**src/rtl/microsequencer_if.sv**
```systemverilog
// Sequencing bus between the microstore/control register, encoder, condition tester and the microsequencer.
// The control side uses the master modport; the sequencer uses slave.
interface microsequencer_if;
  logic [2:0] ns_sel;
  logic [9:0] cr_addr;
  logic       inv;
  logic       cond;
  logic       moc;
  logic [9:0] enc_state;
  logic       stall;
  logic [9:0] next_state;
  logic [9:0] state_q;
  logic       useq_err;

  modport master (
    output ns_sel, cr_addr, inv, cond, moc, enc_state, stall,
    input  next_state, state_q, useq_err
  );

  modport slave (
    input  ns_sel, cr_addr, inv, cond, moc, enc_state, stall,
    output next_state, state_q, useq_err
  );
endinterface

```
**src/rtl/microsequencer.sv**
```systemverilog
// Next microstore address selection for the control unit; MICRO_STACK_EN adds a micro call/return stack.
// next_state is combinational, state_q follows one clock later; stall freezes state, stack and error flag.
module microsequencer #(
  parameter int NUM_STATES  = 50,
  parameter int STACK_DEPTH = 4
) (
  input  logic            clk,
  input  logic            reset_n,
  microsequencer_if.slave bus
);
  localparam logic [2:0] SEL_DISPATCH = 3'b000;
  localparam logic [2:0] SEL_INCR     = 3'b001;
  localparam logic [2:0] SEL_JUMP     = 3'b010;
  localparam logic [2:0] SEL_BRANCH   = 3'b011;
  localparam logic [2:0] SEL_WAIT     = 3'b100;
  localparam logic [2:0] SEL_CALL     = 3'b101;
  localparam logic [2:0] SEL_RETURN   = 3'b110;
  localparam logic [10:0] LIMIT       = 11'(NUM_STATES);

  if (STACK_DEPTH < 2) begin : g_bad_depth
    $error("microsequencer: STACK_DEPTH must be at least 2");
  end

  logic [9:0]  state_q;
  logic [9:0]  next_state;
  logic        useq_err;
  logic [10:0] sel_addr;
  logic [10:0] incr_addr;
  logic        sel_err;
  logic        range_err;
  logic        err_now;
  logic        t_cond;
  logic        m_cond;

  assign t_cond    = bus.cond ^ bus.inv;
  assign m_cond    = bus.moc ^ bus.inv;
  // One extra bit so an increment past the top can never wrap into a legal address.
  assign incr_addr = {1'b0, state_q} + 11'd1;

`ifdef MICRO_STACK_EN
  localparam int IDX_W = $clog2(STACK_DEPTH);
  localparam int SP_W  = $clog2(STACK_DEPTH + 1);
  localparam logic [SP_W-1:0] SP_FULL = SP_W'(STACK_DEPTH);

  logic [9:0]      stack_mem [STACK_DEPTH];
  logic [SP_W-1:0] sp_q;
  logic            stack_full;
  logic            stack_empty;
  logic [9:0]      stack_top;
  logic [IDX_W-1:0] push_idx;
  logic [IDX_W-1:0] top_idx;
  logic            push;
  logic            pop;

  assign stack_full  = (sp_q == SP_FULL);
  assign stack_empty = (sp_q == '0);
  assign push_idx    = IDX_W'(sp_q);
  assign top_idx     = IDX_W'(sp_q - SP_W'(1));
  assign stack_top   = stack_mem[top_idx];
`endif

  // Next-state selection from the sequencing fields.
  always_comb begin : p_next_sel
    sel_addr = '0;
    sel_err  = 1'b0;
`ifdef MICRO_STACK_EN
    push     = 1'b0;
    pop      = 1'b0;
`endif
    case (bus.ns_sel)
      SEL_DISPATCH: sel_addr = {1'b0, bus.enc_state};
      SEL_INCR:     sel_addr = incr_addr;
      SEL_JUMP:     sel_addr = {1'b0, bus.cr_addr};
      SEL_BRANCH:   sel_addr = t_cond ? {1'b0, bus.cr_addr} : incr_addr;
      SEL_WAIT:     sel_addr = m_cond ? incr_addr : {1'b0, state_q};
      SEL_CALL: begin
        sel_addr = {1'b0, bus.cr_addr};
`ifdef MICRO_STACK_EN
        // A call into a full stack still jumps; only the return address is lost.
        if (stack_full) sel_err = 1'b1;
        else            push    = 1'b1;
`endif
      end
      SEL_RETURN: begin
`ifdef MICRO_STACK_EN
        if (stack_empty) begin
          sel_err = 1'b1;
        end else begin
          pop      = 1'b1;
          sel_addr = {1'b0, stack_top};
        end
`else
        sel_err = 1'b1;
`endif
      end
      default: sel_addr = '0;
    endcase
    range_err = (sel_addr >= LIMIT);
  end

  // Output: reset forces 0, stall holds, illegal targets restart at 0.
  always_comb begin : p_output
    next_state = sel_addr[9:0];
    err_now    = 1'b0;
    if (!reset_n) begin
      next_state = '0;
    end else if (bus.stall) begin
      next_state = state_q;
    end else begin
      if (range_err) next_state = '0;
      err_now = sel_err | range_err;
    end
  end

  always_ff @(posedge clk or negedge reset_n) begin : p_state_reg
    if (!reset_n) begin
      state_q  <= '0;
      useq_err <= 1'b0;
    end else if (!bus.stall) begin
      state_q <= next_state;
      if (err_now) useq_err <= 1'b1;
    end
  end

`ifdef MICRO_STACK_EN
  always_ff @(posedge clk or negedge reset_n) begin : p_stack_ptr
    if (!reset_n) begin
      sp_q <= '0;
    end else if (!bus.stall) begin
      if (push)     sp_q <= sp_q + SP_W'(1);
      else if (pop) sp_q <= sp_q - SP_W'(1);
    end
  end

  always_ff @(posedge clk) begin : p_stack_mem
    if (reset_n && !bus.stall && push) stack_mem[push_idx] <= incr_addr[9:0];
  end
`endif

  assign bus.next_state = next_state;
  assign bus.state_q    = state_q;
  assign bus.useq_err   = useq_err;
endmodule

```
**src/flat_wrapper.sv**
```systemverilog
// flat-port wrapper written by rule: the top's interface ports become plain ports
module microsequencer_flat 
#(
  parameter int NUM_STATES  = 50,
  parameter int STACK_DEPTH = 4
)
  (clk, reset_n, bus_ns_sel, bus_cr_addr, bus_inv, bus_cond, bus_moc, bus_enc_state, bus_stall, bus_next_state, bus_state_q, bus_useq_err);
  microsequencer_if bus_i ();
  input  logic clk;
  input  logic reset_n;
  input wire logic [$bits(bus_i.ns_sel)-1:0] bus_ns_sel;
  input wire logic [$bits(bus_i.cr_addr)-1:0] bus_cr_addr;
  input wire logic [$bits(bus_i.inv)-1:0] bus_inv;
  input wire logic [$bits(bus_i.cond)-1:0] bus_cond;
  input wire logic [$bits(bus_i.moc)-1:0] bus_moc;
  input wire logic [$bits(bus_i.enc_state)-1:0] bus_enc_state;
  input wire logic [$bits(bus_i.stall)-1:0] bus_stall;
  output wire logic [$bits(bus_i.next_state)-1:0] bus_next_state;
  output wire logic [$bits(bus_i.state_q)-1:0] bus_state_q;
  output wire logic [$bits(bus_i.useq_err)-1:0] bus_useq_err;
  assign bus_i.ns_sel = bus_ns_sel;
  assign bus_i.cr_addr = bus_cr_addr;
  assign bus_i.inv = bus_inv;
  assign bus_i.cond = bus_cond;
  assign bus_i.moc = bus_moc;
  assign bus_i.enc_state = bus_enc_state;
  assign bus_i.stall = bus_stall;
  assign bus_next_state = bus_i.next_state;
  assign bus_state_q = bus_i.state_q;
  assign bus_useq_err = bus_i.useq_err;
  microsequencer #(.NUM_STATES(NUM_STATES), .STACK_DEPTH(STACK_DEPTH)) u_core (.clk(clk), .reset_n(reset_n), .bus(bus_i));
endmodule
```
**config.mk**
```make
export PLATFORM = sky130hd
export DESIGN_NAME = microsequencer_flat
export DESIGN_NICKNAME = d
export VERILOG_FILES = /design/src/rtl/microsequencer_if.sv /design/src/rtl/microsequencer.sv /design/src/flat_wrapper.sv
export SDC_FILE = /design/constraint.sdc
export NUM_CORES = 1
export LEC_CHECK = 0
export CAP_MARGIN = 25
export CORE_MARGIN = 10
export CORE_UTILIZATION = 46
export DETAILED_ROUTE_END_ITERATION = 10
export PLACE_DENSITY = 0.84
export RECOVER_POWER = 50
export SLEW_MARGIN = 10
export SYNTH_ARGS = -nofsm -noshare
export SYNTH_HDL_FRONTEND = slang
export SYNTH_SLANG_ARGS = --single-unit
```
**constraint.sdc**
```tcl
create_clock -name clk -period 4.5 [get_ports clk]
set_clock_uncertainty 0.05 [all_clocks]
set_input_delay 0.45 -clock clk [delete_from_list [all_inputs] [get_ports clk]]
set_output_delay 0.45 -clock clk [all_outputs]
set_load 0.02 [all_outputs]
```
* Word-level counts from Yosys, hierarchy flattened
Cells that the tools add are included.
** Word-level totals
- Flip-flop bits (word level) :: 11
- Output and inout bits :: 21
- Logic and storage cells :: 26
** Cells by class
- Add/sub/neg operators :: 1
- Order comparisons :: 1
- Equality and inequality tests :: 6
- Multiplexer cells :: 9
- Bitwise operators :: 4
- Reductions and logical operators :: 3
** Operator list (count)
- 11-bit one-hot mux with 5 select lines :: 1
- 10-bit two-way mux :: 3
- 11-bit two-way mux :: 2
- 10-bit by 1-bit adder with 11-bit output (second input constant) :: 1
- 11-bit by 6-bit >= comparator with 1-bit output (second input constant) :: 1
- 3-bit equality test (second input constant) :: 3
- 3-bit by 2-bit equality test with 1-bit output (second input constant) :: 2
- 3-bit by 1-bit equality test with 1-bit output (second input constant) :: 1
- 3-bit logical NOT :: 1
- 1-bit two-way mux :: 3
- 2-bit AND reduction :: 1
- 2-bit OR reduction :: 1
- 1-bit XOR :: 2
- 1-bit NOT :: 1
- 1-bit OR :: 1

* Logic depth before layout (Yosys ltp)
Gate-level depths: netlist of the first run.
- Depth in word-level cells :: 8
- Depth in mapped cells :: 8
- Gate-level depth less buffers :: 7

* Least setup slack after synthesis of the first run
OpenSTA, ideal clock, no wires.
- Path kind :: input to output
- Start point :: input port bus_ns_sel[0]
- End point :: output port bus_next_state[4]
- Arrival time :: 2.267 ns
- Slack :: 1.733 ns
- Cell stages on the path :: 6
- Buffers on the path :: 1
- Cell sequence :: buf_2 > or3b_1 > nor2b_1 > nor2_2 > o311a_1 > o31ai_1
** Between the ends
- Cells in the longest elaborated chain, start to end :: 7
- Elaborated cells on any way between the ends :: 12
- Those cells by class :: 1 x order compare; 5 x eq/ne; 4 x mux; 2 x reduce/logical
** Ends and longest elaborated chain
- start: declaration :: RTL line flat_wrapper.sv:11 : input wire logic [$bits(bus_i.ns_sel)-1:0] bus_ns_sel;
- 3-bit by 2-bit equality test with 1-bit output or 3-bit equality test (tied branches) :: RTL line microsequencer.sv:70 : case (bus.ns_sel)
- 2-bit OR reduction (no line)
- 11-bit one-hot mux with 5 select lines (*) :: RTL line microsequencer.sv:70
- 11-bit by 6-bit >= comparator with 1-bit output :: RTL line microsequencer.sv:98 : range_err = (sel_addr >= LIMIT);
- 10-bit two-way mux (*) :: RTL line microsequencer.sv:110 : if (range_err) next_state = '0;
- 10-bit two-way mux (*) :: RTL line microsequencer.sv:107 : end else if (bus.stall) begin
- 10-bit two-way mux (*) :: RTL line microsequencer.sv:105 : if (!reset_n) begin
- end: declaration :: RTL line flat_wrapper.sv:18 : output wire logic [$bits(bus_i.next_state)-1:0] bus_next_state;
Every way passes the cells marked *; elsewhere a longest branch is shown, timed or not.

* Final worst setup path of the first run
- Start point :: input port bus_ns_sel[1]
- End point :: output port bus_next_state[2]
Same word-level chain as after synthesis.

==> results.md, run 1 <==
* Hold Buf Count CTS at 0
* Initial DRC Count at 142
* Rel. slew slack at 45.9%
* IO Port Bufs at 49
* Post-place setup slack at 606 ps
* DP Wirelength at 3.32 mm
* VDD IR max at between 0.0002 and 0.00025 V
* Share of cells above drive strength 1 at 8.33%
* Slew @ Worst Pin at 812 ps
* Final worst slack at 468 ps
* TNS Setup at 0 ps
* Core Region at around 2500 sq um
* Cell taking the most area after synthesis: dfrtp_1
* Vias in the first global route at ~1400
* Largest net degree at the start of global routing at 19
* Top cells by area, synth: dfrtp_1 22%, o31ai_1 6.0%, nand2_1 4.5%
* Post_cts resized at 0
* Root buf cell: clkbuf_4
* Gr usage total at 15.9%
* Reg clk slew, reported paths at 70 ps
* Final Slew Violations at 0
* Gr ovfl total at 0
* Net Count, Synth at 187
* CTS buffer count at 3
* Wire length per cell at around 18 um
* Worst Setup Start Kind: input pin
* Initial antenna violation count at 0
* Syn_area_per_cell at 7.91 sq um
* Longest Clk Path Bufs at 2
* P&R area growth vs syn at 42.5%
* Fin nets at 235
* Top-area cell type share of the netlist area at between 20 and 25%
* Setup CP Type: in2out
* Seq cells post-synth at 11
* R2R Setup Slk at approximately 2200 ps
* Fmax at 248 MHz
* CTS sink cnt at 11
* Pwr/cell area at between 150 and 200 nW/um^2
* Global-route wire length before repair at 6.85 mm
* Vias/cell at 6.23
* Library cells used by synthesis at 52
* Final Setup Violations at 0
* Diodes inserted at 0
* Register area share after synthesis at 22.2%
* Postcts setup bufs at 0
* CTS tree: done
* I/O pin count at 50
* Cell area after synthesis at 1240 sq um
* Crit. End Element: primary output
* Die area at 5180 sq um
* RSZ-0062 raised after global routing: no
* MaxCap Viol Count at 0
* Routed Antenna Nets at 0
* Placer Congestion at around 0.86
* Rows at 18
* P_leak at 0.699 nW
* Mapped Cells at 157
* Die height at 72.0 um
* Die W at 72.0 um
* Ys flop type: dfrtp_1
* Status: finished clean
* Latest clock arrival within the worst-skew pair at between 200 and 300 ps
* CP arrival at 3530 ps
* Drt pass-1 iters at 4
* Asr flop ratio synth at 100%
* H-tree levels at 1
* Worst hold path class: reg2reg
* Initial Utilization at 49.3%
* Total Routed Length at 4.24 mm
* CP max FO at 18
* Ys Warns at 0
* Worst path required time at 4000 ps
* Final Hold Fails at 0
* Final worst path period share at 89.6%
* Tmin final at slightly above 4000 ps
* DRC Markers at 0
* Post-synth EDFFs at 0
* Via Count at around 1500
[state kept, by name, summed over array words and instances, names as in the netlist]
name and flops:
u_core.bus.useq_err 1, u_core.bus.state_q 10
[power breakdown]
part	internal (mW)	switching, mW
clock network	0.0343	0.0330
registers	0.102	0.00828
logic	0.0617	0.0655
[critical path: stages]
cell,delay [ps]
clkdlybuf4s50_1,870
mux2_2,400
a32oi_1,160
a2bb2oi_1,200
o311a_1,370
nor2_2,120
o31ai_1,290
clkdlybuf4s50_1,670
[metrics by stage]
| step | utilization (%) | cells | area [sq um] | power (mW) | hold WS (ps) |
|---|---|---|---|---|---|
| after floorplan | - | 157 | 1240 | 0.180 | 104 |
| after global placement | 69.3 | 230 | 1750 | 0.236 | 400 |
| after detailed placement | 69.3 | 230 | 1750 | 0.238 | 458 |
| after CTS | 70.3 | 234 | 1770 | 0.306 | 438 |
| after global routing | 70.2 | 234 | 1770 | 0.323 | 469 |
| final | 70.2 | 234 | 1770 | 0.305 | 455 |
[worst paths after layout]
| kind | depth (start not counted) | from | to |
|---|---|---|---|
| min | 1 | u_core.bus.useq_err$_DFFE_PN0P_ | u_core.bus.useq_err$_DFFE_PN0P_ |
| max reg2reg | 7 | u_core.bus.state_q[0]$_DFFE_PN0N_ | u_core.bus.state_q[1]$_DFFE_PN0N_ |
| min in group asynchronous | 2 | reset_n | u_core.bus.state_q[1]$_DFFE_PN0N_ |
| max in group asynchronous | 2 | reset_n | u_core.bus.state_q[8]$_DFFE_PN0N_ |
| max | 8 | bus_ns_sel[1] | bus_next_state[2] |
| min reg2reg | 1 | u_core.bus.useq_err$_DFFE_PN0P_ | u_core.bus.useq_err$_DFFE_PN0P_ |
[layout make-up]
class	count	area (sq um)
Inverter	9	33.8
Tap cell	30	37.5
Clock buffer	4	26.3
Fill cell	212	752
Sequential cell	11	275
Multi-Input combinational cell	130	903
Timing Repair Buffer	50	494
[layer usage]
layer	wire [um]	track usage [%]
met1	1850	18.4
met2	1890	26.5
met3	415	5.31
met5	0	0
met4	84	5.81
[cells in the final DEF (no fill, tap or decap), types with 3 or more instances in the layout]
| cell | synthesis | final |
|---|---|---|
| clkdlybuf4s50_1 | 0 | 41 |
| nand2_1 | 15 | 15 |
| dfrtp_1 | 11 | 11 |
| a21oi_1 | 10 | 10 |
| o31ai_1 | 10 | 10 |
| inv_1 | 9 | 9 |
| and3_1 | 8 | 8 |
| nor2_1 | 8 | 8 |
| dlygate4sd3_1 | 0 | 8 |
| a32oi_1 | 5 | 5 |
| a31oi_1 | 5 | 5 |
| nand2b_1 | 4 | 4 |
| nand3_1 | 4 | 4 |
| mux2_2 | 3 | 3 |
| a2bb2oi_1 | 3 | 3 |
| o211ai_1 | 3 | 3 |
| and2_0 | 1 | 3 |
| and2_1 | 5 | 3 |
| clkbuf_4 | 0 | 3 |
[synthesized netlist by cell type, types with 3 or more instances]
cell type,number
nor2_1,8
nand2_1,15
nand3_1,4
a21oi_1,10
dfrtp_1,11
and3_1,8
a2bb2oi_1,3
inv_1,9
mux2_2,3
and2_1,5
nand2b_1,4
o31ai_1,10
clkbuf_1,3
a32oi_1,5
o211ai_1,3
buf_2,3
a31oi_1,5
[cells by family (layout without fill, tap and decap cells)]
| kind of cell | after synthesis | after routing | share of synthesized area, % |
|---|---|---|---|
| flip-flops | 11 | 11 | 22.2 |
| adder cells (fa/ha/maj) | 1 | 1 | 1.01 |
| multiplexers | 5 | 5 | 5.34 |
| buffers and inverters | 16 | 63 | 5.14 |
| AO/OA/AOI/OAI | 59 | 59 | 35.4 |
| XOR/XNOR | 4 | 4 | 4.03 |
| AND/OR/NAND/NOR | 61 | 61 | 26.9 |
Note: power is estimated with default switching activity, not from simulation.
==> inputs of run 2 (changes only) <==
--- a/config.mk
+++ b/config.mk
@@ -9,8 +9,8 @@
 export CORE_MARGIN = 10
 export CORE_UTILIZATION = 46
 export DETAILED_ROUTE_END_ITERATION = 10
+export GPL_TIMING_DRIVEN = 0
 export PLACE_DENSITY = 0.84
-export RECOVER_POWER = 50
 export SLEW_MARGIN = 10
 export SYNTH_ARGS = -nofsm -noshare
 export SYNTH_HDL_FRONTEND = slang
==> run 2 against run 1 <==
Register-to-register slack better by 60 ps. Setup slack better by 220 ps. Flip-flop and latch count unchanged. Clock power up 2%. Sequential share of layout area down 0.066 points. Fmax up 5.7%. Routed wire length unchanged. Critical path depth unchanged. Die area unchanged. Critical endpoint is now bus_next_state[4]. Non-clock buffer count up 4. Cell count up 1.7%. Highest routed layer unchanged. Global-route usage up 0.19 points.
==> results.md, run 2 (same netlist as run 1, synthesis figures left out) <==
* Last element of the critical path: bus_next_state[4]
* P_leak at 0.697 nW (-0.18%)
* Clock power frac at 22.5% (+0.4 points)
* IO Port Bufs at 47 (-4.1%)
* Die area at 5180 sq um (unchanged)
* RR Endpoint: u_core.bus.state_q[2]$_DFFE_PN0N_
* VDD IR max at 0.000184 V (-12%)
* Placer Congestion at 0.904 (+4.6%)
* Die height at 72.0 um (unchanged)
* Vias in the first global route at 1458 (+2.0%)
* Diodes inserted at 0 (unchanged)
* R2R Setup Slk at 2210 ps (+60 ps)
* Post_cts resized at 0 (unchanged)
* Initial Utilization at 49.3% (unchanged)
* Hold Buf Count CTS at 0 (unchanged)
* Core Region at 2520 sq um (unchanged)
* Latest clock arrival within the worst-skew pair at 280 ps (about the same)
* Cell at the slowest stage of the critical path: clkdlybuf4s50_1
* Regs by FF count: u_core.bus.state_q (10), u_core.bus.useq_err (1)
* Fmax at 262 MHz (+5.7%)
* Global-route wire length before repair at 6.93 mm (+1.2%)
* Worst Setup Start Kind: input pin
* CTS tree: done
* Final Hold Fails at 0 (unchanged)
* Largest Register: u_core.bus.state_q
* Initial antenna violation count at 0 (unchanged)
* Sequential power share at 35.5% (-0.7 points)
* CTS sink cnt at 11 (unchanged)
* CTS buffer count at 3 (unchanged)
* P&R area growth vs syn at 43.1%
* Net Sw Power at 0.109 mW (+2.5%)
* CP dominant cell by count: clkdlybuf4s50_1
* Post-place setup slack at 735 ps (+129 ps)
* Drt pass-1 iters at 4 (unchanged)
* MaxCap Viol Count at 0 (unchanged)
* Root buf cell: clkbuf_4
* Routed Antenna Nets at 0 (unchanged)
* Placed cell area at 1750 sq um (+0.14%)
* RSZ-0062 raised after global routing: no
* H-tree levels at 1 (unchanged)
* Via Count at 1468 (+0.69%)
* CP arrival at 3310 ps (-220 ps)
* I/O pin count at 50 (unchanged)
* Total Routed Length at 4.24 mm (unchanged)
* Final Setup Violations at 0 (unchanged)
* Worst hold path class: reg2reg
* Die W at 72.0 um (unchanged)
* Worst path cell trace: clkdlybuf4s50_1, xor2_2, nor2_1, o21a_1, o21ai_1, nand2_2, o31ai_1, clkdlybuf4s50_1
* Wire length per cell at 17.8 um (-1.7%)
* Final worst slack at 686 ps (+218 ps)
* Slew @ Worst Pin at 635 ps (-177 ps)
* Initial DRC Count at 110 (-23%)
* Fin nets at 239 (+1.7%)
* CP max FO at 10 (-8)
* Longest Clk Path Bufs at 2 (unchanged)
* Rows at 18 (unchanged)
* Reg2Reg Depth at 7 (unchanged)
* Share of cells above drive strength 1 at 10.1% (+1.8 points)
* Setup CP Type: in2out
* Most common cell after layout, fill and taps aside: clkdlybuf4s50_1
* Postcts setup bufs at 0 (unchanged)
* Switching Share at 35.7% (+0.64 points)
* Pwr/cell area at 173 nW/um^2 (+0.24%)
* Worst path required time at 4000 ps (about the same)
* Crit path largest cell delay at 670 ps (-200 ps)
* Tmin final at 3810 ps (-218 ps)
* Fin util at 70.5% (+0.30 points)
* Logic pwr share at 42.1% (+0.4 points)
* Crit. End Element: primary output
* Max FFs per register at 10 (unchanged)
* Final worst path period share at 84.8% (-4.8 points)
* DP Wirelength at 3.34 mm (+0.50%)
* Most frequent cells in the layout: 47 x clkdlybuf4s50_1, 15 x nand2_1, 11 x dfrtp_1
* Vias/cell at 6.17 (-1.0%)
* Critical path launch point: bus_inv
* Final Instance Area at 1780 sq um (+0.42%)
* Worst r2r src: u_core.bus.state_q[0]$_DFFE_PN0N_
* P_int at 0.197 mW (-0.34%)
* Largest net degree at the start of global routing at 19 (unchanged)
* DRC Markers at 0 (unchanged)
* Final Slew Violations at 0 (unchanged)
* Status: finished clean
* Rel. slew slack at 57.5% (+12 points)
* Gr usage total at 16.1% (+0.19 points)
* Reg clk slew, reported paths at 70 ps (about the same)
* TNS Setup at 0 ps (unchanged)
* Gr ovfl total at 0 (unchanged)
==> run 2: cell types whose count changed in the layout (fill, tap and decap cells not counted), moves of 2 or more <==
cell	delta
dlygate4sd3_1	-8
clkdlybuf4s50_1	+6
buf_2	+3
and2_0	-2
and2_1	+2
==> run 2: worst max-delay path, delay by kind of cell <==
family,cells,cell delay (ps)
buffers and inverters,2,1310
and+or+nand+nor,2,400
xor gates and xnor gates,1,300
AOI/OAI and AO/OA,3,850
==> run 2: per-stage QoR <==
stage	total power, mW	cells	hold slack (ps)
after global routing	0.325	238	455
after floorplan	0.180	157	104
after CTS	0.306	238	434
final	0.307	238	429
after global placement	0.235	234	400
after detailed placement	0.237	234	419
==> run 2: cell type report <==
type,count,area [sq um]
clock inverter,1,5.00
sequential,11,275
clock buffer,3,22.5
timing repair buffer,47,470
tap,30,37.5
inverter,9,33.8
buffer,7,30.0
multi-input combinational,130,903
fill,201,744
==> run 2: metal layers <==
| layer | vias to the layer above | global-route usage [%] | wire [um] |
|---|---|---|---|
| met3 | 10 | 4.90 | 377 |
| met2 | 65 | 26.8 | 2000 |
| met4 | 0 | 7.31 | 95 |
| met1 | 683 | 18.4 | 1770 |
| met5 | - | 0 | 0 |
| li1 | 710 | - | - |
==> run 2: worst min path at each step <==
stage | startpoint | to | slack [ps] | depth (start not counted)
6_report | u_core.bus.useq_err$_DFFE_PN0P_ | u_core.bus.useq_err$_DFFE_PN0P_ | 430 | 1
5_1_grt | u_core.bus.useq_err$_DFFE_PN0P_ | u_core.bus.useq_err$_DFFE_PN0P_ | 450 | 1
4_1_cts | u_core.bus.useq_err$_DFFE_PN0P_ | u_core.bus.useq_err$_DFFE_PN0P_ | 430 | 1
3_5_place_dp | u_core.bus.useq_err$_DFFE_PN0P_ | u_core.bus.useq_err$_DFFE_PN0P_ | 420 | 1
3_3_place_gp | u_core.bus.useq_err$_DFFE_PN0P_ | u_core.bus.useq_err$_DFFE_PN0P_ | 400 | 1
2_1_floorplan | reset_n | u_core.bus.state_q[0]$_DFFE_PN0N_ | 100 | 0
==> run 2: power by group through the flow <==
stage                     Clock (mW)  Sequential [mW]  Combinational, mW
after floorplan                    0            0.113             0.0672
after global placement             0            0.110              0.125
after detailed placement           0            0.111              0.127
after CTS                     0.0687            0.109              0.128
after global routing          0.0745            0.110              0.140
final                         0.0689            0.109              0.129
==> inputs of run 3 (changes only) <==
--- a/config.mk
+++ b/config.mk
@@ -7,10 +7,10 @@
 export LEC_CHECK = 0
 export CAP_MARGIN = 25
 export CORE_MARGIN = 10
-export CORE_UTILIZATION = 46
+export CORE_UTILIZATION = 43
 export DETAILED_ROUTE_END_ITERATION = 10
 export GPL_TIMING_DRIVEN = 0
-export PLACE_DENSITY = 0.84
+export PLACE_DENSITY = 0.8
 export SLEW_MARGIN = 10
 export SYNTH_ARGS = -nofsm -noshare
 export SYNTH_HDL_FRONTEND = slang
==> constraint.sdc (replaced) <==
create_clock -name clk -period 3.91 [get_ports clk]
set_clock_uncertainty 0.05 [all_clocks]
set_input_delay 0.391 -clock clk [delete_from_list [all_inputs] [get_ports clk]]
set_output_delay 0.391 -clock clk [all_outputs]
set_load 0.02 [all_outputs]
==> run 3 against run 2 <==
Total power is 16% higher. Sequential power is 15% higher. Sequential share of layout area hardly changed. Highest routed layer unchanged.
==> results.md, run 3 (same netlist as run 1, synthesis figures left out) <==
* CTS buffer count at 3 (unchanged)
* CP arrival at 3230 ps (-80 ps)
* Global-route wire length before repair at 7.20 mm (+3.9%)
* Routed Antenna Nets at 0 (unchanged)
* Most frequent cells in the layout: 47 x clkdlybuf4s50_1, 15 x nand2_1, 11 x dfrtp_1
* P&R area growth vs syn at 43.4%
* TNS Setup at 0 ps (unchanged)
* Wire length per cell at 18.3 um (+2.7%)
* Die height at 73.8 um (+2.5%)
* Tmin final at 3670 ps
* # fillers at 249 (+24%)
* Core Region at 2760 sq um (+9.3%)
* Rel. slew slack at 56.2% (-1.4 points)
* Drt pass-1 iters at 4 (unchanged)
* Die W at 73.8 um (+2.5%)
* Final Hold Fails at 0 (unchanged)
* Regs by FF count: u_core.bus.state_q (10), u_core.bus.useq_err (1)
* Final worst path period share at 93.8%
* IO Port Bufs at 47 (unchanged)
* Setup CP Type: in2out
* CTS tree: done
* Fmax at 273 MHz
* DP Wirelength at 3.51 mm (+5.1%)
* Most common cell after layout, fill and taps aside: clkdlybuf4s50_1
* Worst hold path class: reg2reg
* Fin nets at 239 (unchanged)
* Vias in the first global route at 1484 (+1.8%)
* CTS sink cnt at 11 (unchanged)
* Vias/cell at 6.15 (-0.28%)
* Initial Utilization at 45.1% (-4.2 points)
* Rows at 19 (+1)
* Final Setup Violations at 0 (unchanged)
* Initial DRC Count at 80 (-27%)
* Worst path required time at 3470 ps (-530 ps)
* Status: finished clean
* P_leak at 0.695 nW (-0.34%)
* Latest clock arrival within the worst-skew pair at 270 ps (about the same)
* H-tree levels at 1 (unchanged)
* Multi-input gate area at 907 sq um (+0.42%)
* Crit. End Element: primary output
* Placer Congestion at 0.922 (+2.0%)
* Share of cells above drive strength 1 at 10.1% (unchanged)
* VDD IR max at 0.000263 V (+43%)
* Diodes inserted at 0 (unchanged)
* Longest Clk Path Bufs at 2 (unchanged)
* CP max FO at 10 (unchanged)
* Total Routed Length at 4.38 mm (+3.1%)
* Pwr/cell area at 199 nW/um^2 (+15%)
* Storage cell area at 275 sq um (unchanged)
* R2R Setup Slk at 1680 ps (-530 ps)
* Worst Setup Start Kind: input pin
* Layout Cells excl Fill at 239 (+0.42%)
* Largest net degree at the start of global routing at 19 (unchanged)
* Gr ovfl total at 0 (unchanged)
* CP dominant cell by count: clkdlybuf4s50_1
* Initial antenna violation count at 0 (unchanged)
* MaxCap Viol Count at 0 (unchanged)
* Hold Buf Count CTS at 0 (unchanged)
* Final Slew Violations at 0 (unchanged)
* Via Count at 1470 (+0.14%)
* Reg clk slew, reported paths at 70 ps (about the same)
* Max FFs per register at 10 (unchanged)
* Placed Instances at 235 (+0.43%)
* I/O pin count at 50 (unchanged)
* Postcts setup bufs at 0 (unchanged)
* Fin util at 64.6% (-5.9 points)
* Cell at the slowest stage of the critical path: clkdlybuf4s50_1
* Die area at 5440 sq um (+5.0%)
* Slew @ Worst Pin at 655 ps (+20.2 ps)
* Worst path cell trace: clkdlybuf4s50_1, clkbuf_1, and2_0, o221ai_1, a32oi_1, o211a_1, nand2_2, o31ai_1, clkdlybuf4s50_1
* Largest Register: u_core.bus.state_q
* Gr usage total at 16.2% (+0.18 points)
* Root buf cell: clkbuf_4
* DRC Markers at 0 (unchanged)
* RSZ-0062 raised after global routing: no
* Crit path largest cell delay at 660 ps (about the same)
run 3: cell types whose count changed in the layout (fill, tap and decap cells not counted):
| cell | change |
|---|---|
| clkbuf_1 | +1 |
| o21ai_2 | +1 |
| o21ai_1 | -1 |
| clkinv_2 | -1 |
run 3: per-stage QoR:
stage / hold WS, ps / worst slack [ps] / cell area [sq um] / total power [mW]
floorplan: 45.4 / 1220 / 1240 / 0.208
global placement: 401 / 249 / 1750 / 0.271
detailed placement: 422 / 236 / 1750 / 0.275
CTS: 437 / 209 / 1780 / 0.355
global route: 465 / 46.6 / 1780 / 0.376
finish: 436 / 243 / 1780 / 0.354
run 3: per-layer routing:
metal / track usage (%) / up-vias / part of all wire, %
li1: - / 709 / -
met1: 18.3 / 699 / 39
met2: 27.5 / 54 / 49
met3: 5.25 / 8 / 10
met4: 6.42 / 0 / 2.1
met5: 0 / - / 0
run 3: layout make-up:
cell class                 count  area share (%)
timing repair buffer          47            26.4
buffer                         7            1.69
clock buffer                   4            1.47
inverter                       9            1.90
sequential                    11            15.4
multi-input combinational    130            50.9
tap                           31            2.18
run 3: repair_timing:
action | CTS | global route
hold endpoints to repair | 0 | 0
endpoints found under the setup margin | 0 | 3
resized for setup | 0 | 1
run 3: power breakdown:
part / total (mW) / switching [mW] / internal (mW)
Sequential: 0.125 / 0.00774 / 0.118
Combinational: 0.149 / 0.0776 / 0.0718
Clock: 0.0798 / 0.0403 / 0.0395
Total: 0.354 / 0.126 / 0.229
run 3: final timing paths:
path | startpoint | to | cells past startpoint
worst min-delay path | u_core.bus.useq_err$_DFFE_PN0P_ | u_core.bus.useq_err$_DFFE_PN0P_ | 1
worst min register to register | u_core.bus.useq_err$_DFFE_PN0P_ | u_core.bus.useq_err$_DFFE_PN0P_ | 1
worst max register to register | u_core.bus.state_q[0]$_DFFE_PN0N_ | u_core.bus.state_q[1]$_DFFE_PN0N_ | 7
max in group asynchronous | reset_n | u_core.bus.state_q[5]$_DFFE_PN0N_ | 1
min in group asynchronous | reset_n | u_core.bus.state_q[2]$_DFFE_PN0N_ | 1
worst max-delay path | bus_ns_sel[2] | bus_next_state[2] | 9
run 3: critical path: cells and delay by family:
kind                   cells  cell delay [ps]
buffers and inverters      3             1530
AO/OA/AOI/OAI              4              960
AND/OR/NAND/NOR            2              340
